**config.mk**
```make
export PLATFORM = sky130hd
export DESIGN_NAME = final_adder_arbiter
export DESIGN_NICKNAME = d
export VERILOG_FILES = /design/src/rtl/final_adder_arbiter.sv
export SDC_FILE = /design/constraint.sdc
export NUM_CORES = 1
export LEC_CHECK = 0
export CAP_MARGIN = 20
export CORE_AREA = 2 2 183 185
export CTS_CLUSTER_SIZE = 20
export DETAILED_ROUTE_END_ITERATION = 10
export DIE_AREA = 0 0 185 187
export SYNTH_ARGS = -nofsm -noshare
export SYNTH_HDL_FRONTEND = slang
export SYNTH_SLANG_ARGS = --single-unit
```
**constraint.sdc**
```tcl
create_clock -name clk -period 1.8 [get_ports clk]
set_input_delay 0.36 -clock clk [delete_from_list [all_inputs] [get_ports clk]]
set_output_delay 0.36 -clock clk [all_outputs]
set_load 0.02 [all_outputs]
```
**src/rtl/final_adder_arbiter.sv**
```systemverilog
// Arbitrates NREQ reduction trees onto one shared carry-chain final adder, with an operand
// register stage feeding the adder and a result register stage. Define FINAL_ADDER_RR_EN for round-robin.
module final_adder_arbiter #(
  parameter int NREQ = 4,
  parameter int W    = 38,
  parameter int IDW  = $clog2(NREQ)
) (
  input  logic              clk,
  input  logic              rst,
  input  logic [NREQ-1:0]   req_valid,
  output logic [NREQ-1:0]   req_ready,
  input  logic [NREQ*W-1:0] req_prop,
  input  logic [NREQ*W-1:0] req_gen,
  input  logic [NREQ-1:0]   req_cin,
  output logic              add_valid,
  output logic [W-1:0]      add_prop,
  output logic [W-1:0]      add_gen,
  output logic              add_cin,
  input  logic [W-1:0]      add_sum,
  output logic              out_valid,
  input  logic              out_ready,
  output logic [W-1:0]      out_sum,
  output logic [IDW-1:0]    out_id
);

  localparam logic [IDW:0] LP_NREQ = (IDW+1)'(NREQ);

  logic [W-1:0]   w_prop [NREQ];
  logic [W-1:0]   w_gen  [NREQ];
  logic [IDW-1:0] w_ptr;
  logic           w_out_load;
  logic           w_s1_free;
  logic           w_grant_any;
  logic [IDW-1:0] w_grant_id;
  logic           w_accept;

  logic           r_add_valid;
  logic [W-1:0]   r_add_prop;
  logic [W-1:0]   r_add_gen;
  logic           r_add_cin;
  logic [IDW-1:0] r_tag;
  logic           r_out_valid;
  logic [W-1:0]   r_out_sum;
  logic [IDW-1:0] r_out_id;

  genvar gi;
  generate
    for (gi = 0; gi < NREQ; gi++) begin : g_unpack
      assign w_prop[gi] = req_prop[gi*W +: W];
      assign w_gen[gi]  = req_gen[gi*W +: W];
    end
  endgenerate

`ifdef FINAL_ADDER_RR_EN
  logic [IDW-1:0] r_rr_ptr;
  logic [IDW:0]   w_ptr_inc;

  assign w_ptr     = r_rr_ptr;
  assign w_ptr_inc = {1'b0, w_grant_id} + (IDW+1)'(1);

  // Next search starts just above the requester that was served.
  always_ff @(posedge clk) begin
    if (rst) begin
      r_rr_ptr <= '0;
    end else if (w_accept) begin
      r_rr_ptr <= (w_ptr_inc == LP_NREQ) ? '0 : w_ptr_inc[IDW-1:0];
    end
  end
`else
  assign w_ptr = '0;
`endif

  assign w_out_load = r_add_valid & (~r_out_valid | out_ready);
  assign w_s1_free  = ~r_add_valid | w_out_load;

  always_comb begin : p_grant
    logic [IDW:0] w_idx;
    w_grant_any = 1'b0;
    w_grant_id  = '0;
    w_idx       = '0;
    for (int k = 0; k < NREQ; k++) begin
      w_idx = {1'b0, w_ptr} + (IDW+1)'(k);
      if (w_idx >= LP_NREQ) begin
        w_idx = w_idx - LP_NREQ;
      end
      if (!w_grant_any && req_valid[w_idx[IDW-1:0]]) begin
        w_grant_any = 1'b1;
        w_grant_id  = w_idx[IDW-1:0];
      end
    end
  end

  assign w_accept = w_grant_any & w_s1_free & ~rst;

  always_comb begin
    req_ready = '0;
    if (w_accept) begin
      req_ready[w_grant_id] = 1'b1;
    end
  end

  always_ff @(posedge clk) begin
    if (rst) begin
      r_add_valid <= 1'b0;
      r_add_prop  <= '0;
      r_add_gen   <= '0;
      r_add_cin   <= 1'b0;
      r_tag       <= '0;
      r_out_valid <= 1'b0;
      r_out_sum   <= '0;
      r_out_id    <= '0;
    end else begin
      if (w_accept) begin
        r_add_valid <= 1'b1;
        r_add_prop  <= w_prop[w_grant_id];
        r_add_gen   <= w_gen[w_grant_id];
        r_add_cin   <= req_cin[w_grant_id];
        r_tag       <= w_grant_id;
      end else if (w_out_load) begin
        r_add_valid <= 1'b0;
      end
      // Result stage captures the adder output; a popped result with nothing behind it empties.
      if (w_out_load) begin
        r_out_sum   <= add_sum;
        r_out_id    <= r_tag;
        r_out_valid <= 1'b1;
      end else if (out_ready) begin
        r_out_valid <= 1'b0;
      end
    end
  end

  assign add_valid = r_add_valid;
  assign add_prop  = r_add_prop;
  assign add_gen   = r_add_gen;
  assign add_cin   = r_add_cin;
  assign out_valid = r_out_valid;
  assign out_sum   = r_out_sum;
  assign out_id    = r_out_id;

endmodule
```
==> impl_metrics.py, run 1 <==
metrics = {
    "timing": {
        "setup_viol": 0,
        "fmax_mhz": 558.5,
        "tightest_slew_ns": 0.5547,
        "hold_viol_final": 0,
        "fin_crit_sh": 0.9947,
        "max-slew-margin-rel": 0.6302,
        "finClkSkew_ns": 0.01110,
        "drv_slew": 0,
        "rsz0062_at_grt": "yes",
        "layout_min_cycle_time_ns": 1.790,
    },
    "global_routing": {
        "grt_max_degree": 78,
        "antenna_found_initial": 4,
        "grt_first_pass_wirelength_um": 44290,
        "grt_usage": 0.1700,
        "grt_overflow": 0,
        "grt_pass1_vias": 7391,
    },
    "cells_and_area": {
        "instances_no_fill": 1647,
        "area_delta_synth_final_pct": 102.7,
        "final_util": 0.3627,
        "final_layout_size_suffix_gt1_frac": 0.07435,
        "nNetsFinal": 1537,
    },
    "place": {
        "dp_hpwl_um": 23220,
        "io_buffers": 475,
        "dp.cells": 1613,
        "gp_congestion": 0.8035,
    },
    "synthesis": {
        "ys_top_cells_by_area": "dfxtp_1 (41%), a22o_1 (11%), a21oi_1 (10%)",
        "yosys.cell_types.count": 24,
        "syn-num-nets": 1086,
        "synth_area_sq_um": 5879,
        "synth.most_common_cell": "nand2_1",
        "synth-main-ff-cell": "dfxtp_1",
        "synth_top_area_cell": "dfxtp_1",
        "synthArstFlopShare": 0,
        "netlist_instances": 733,
        "yosysSeqAreaShare": 0.4120,
        "yosysTopAreaCellShare": 0.4120,
        "synth-seq-cells": 121,
        "synth_common_cells": "nand2_1 (157), a21oi_1 (121), dfxtp_1 (121)",
        "ys_warn_count": 0,
        "synth_edf_count": 0,
        "synth_area_per_cell_sq_um": 8.021,
    },
    "drt": {
        "wl_per_cell_um": 18.73,
        "firstDrtPassIters": 5,
        "drtIter0Drc": 210,
        "drt-total-wl_um": 30850,
        "drtAntennaViolNets": 0,
        "drc_errors": 0,
        "vias": 7477,
        "viasPerCell": 4.540,
    },
    "critical_path": {
        "path_cells": "nor2b_4 -> a21oi_4 -> and3_4 -> buf_6",
        "worst-path-buf-inv": 1,
        "cp-start-kind": "flop",
        "crit_start": "out_valid$_SDFFE_PP0P_",
        "crit_required_ns": 1.44,
        "cp-end-kind": "output pin",
        "critPathArrivalTime_ns": 1.43,
        "cp_top_family": "simple AND/OR/NAND/NOR gates",
        "path_max_fanout": 6,
        "slowest_delay_ns": 0.32,
        "cp.depth": 4,
        "timing.rr.start": "out_valid$_SDFFE_PP0P_",
        "crit_slowest_cell": "dfxtp_2",
        "rr_worst_depth": 7,
        "crit_type": "flop to output pin",
    },
    "power": {
        "powerDensity_nw_per_um2": 779.5,
        "irDropWorstVdd_v": 0.0005586,
        "leakage_nw": 4.542,
        "fin_total_pwr_w": 0.009290,
    },
    "cts": {
        "cts-root-buf": "clkbuf_16",
        "clkTransAtPathRegs_ns": 0.07,
        "clk_path_buf_depth": 2,
        "htree_levels": 4,
        "worstSkewPairLatency_ns": 0.41,
        "cts.repair_timing.setup_buffer_count": 0,
        "cts_buffers": 17,
        "cts_tree": "built",
        "cts_sinks": 121,
    },
    "floorplanning": {
        "initial_core_util": 0.1789,
        "die_w_um": 185,
        "coreArea_sq_um": 32860,
        "dieArea_sq_um": 34600,
        "die_h_um": 187,
        "io_pins": 476,
        "rows": 67,
    },
    "job": {
        "drv_cap": 0,
    },
    "worst_hold_path": {
        "min_from": "rst",
        "hold_class": "input port to flop",
        "hold_path_depth": 4,
    },
    "status": {
        "status": "complete, no violations",
    },
}
[cells by family after synthesis]
group | after synthesis | share of synthesized area
and+or+nand+nor | 174 | 0.1168
DFF | 121 | 0.4120
AOI/OAI and AO/OA | 355 | 0.4037
buffers and inverters | 83 | 0.06746
[routing by layer]
layer,GRT usage,share of wire,routed length [um],up-vias
li1,-,-,-,3637
met1,0.1995,0.41,12520,3467
met2,0.2973,0.49,15010,341
met3,0.04712,0.083,2569,32
met4,0.05403,0.025,756,0
met5,0,0,0,-
[area by class of cell]
| type | instances | area, sq um |
|---|---|---|
| diodes | 2 | 5.005 |
| repair buffers | 513 | 5225 |
| well taps | 448 | 560.5 |
| clock buffers | 18 | 439.2 |
| clock inverters | 14 | 123.9 |
| fillers | 3443 | 20940 |
| flip-flops and latches | 121 | 2424 |
| inverters | 2 | 7.507 |
| multi-input cells | 529 | 3133 |
[layout by cell type (no fill, tap or decap), drive strengths merged]
| cell | instances |
|---|---|
| a22oi | 76 |
| dlygate4sd2 | 9 |
| clkbuf | 18 |
| nor2 | 4 |
| diode | 2 |
| and3 | 2 |
| clkinv | 9 |
| nand2b | 2 |
| o211ai | 1 |
| a222oi | 1 |
| nand2 | 157 |
| nor3 | 1 |
| clkinvlp | 1 |
| a221oi | 1 |
| a21oi | 121 |
| o21ai | 1 |
| buf | 44 |
| a31oi | 77 |
| or2 | 1 |
| a22o | 77 |
| dlymetal6s2s | 11 |
| clkdlybuf4s50 | 449 |
| and2 | 2 |
| nor2b | 5 |
| dfxtp | 121 |
| inv | 5 |
| bufinv | 1 |
[registers in the layout, summed over array words and instances, names as in the netlist]
| name | count |
|---|---|
| add_cin | 1 |
| r_tag | 2 |
| out_id | 2 |
| add_valid | 1 |
| add_prop | 38 |
| add_gen | 38 |
| out_sum | 38 |
| out_valid | 1 |
[metrics by stage]
step                setup slack [ns]  cell area, sq um  TNS (ns)  hold slack, ns
finish                      0.009626             11920         0          0.3545
global route                -0.06973             11920   -0.1971          0.4131
CTS                         0.001725             11880         0          0.3313
detailed placement           -0.7310             11280    -28.68          0.4458
global placement             -0.7168             11280    -26.95          0.4423
floorplan                     0.1012              5879         0          0.4316
[worst register-to-register path, cell delays in order (launching register included)]
cell	delay, ns
dfxtp_2	0.32
nor2b_4	0.14
buf_4	0.16
a221oi_4	0.28
buf_4	0.19
buf_12	0.21
a21oi_1	0.09
a31oi_1	0.16
[timing repair]
item | CTS | global route
endpoints found under the setup margin | 10 | 15
hold buffers | 0 | 0
gates cloned | 0 | 0
resized for setup | 32 | 14
pin swaps | 3 | 4
[power by group]
| group | switching (W) | internal [W] |
|---|---|---|
| clock | 0.00146 | 0.00195 |
| combinational | 0.00124 | 0.00155 |
| sequential | 0.000144 | 0.00296 |
[worst paths after layout]
kind                               to  slack [ns]
max reg2reg  add_gen[12]$_SDFFE_PP0P_        0.16
max                      req_ready[2]        0.01
min             r_tag[1]$_SDFFE_PP0P_        0.35
min reg2reg  out_sum[34]$_SDFFE_PP0P_        0.45
Power figures use the tool's default switching activity.
==> inputs of run 2 (changes only) <==
- GPL_ROUTABILITY_DRIVEN: unset -> 0
==> results of run 2 <==
Same layout as run 1: the final DEF is identical, and so are final timing and power.
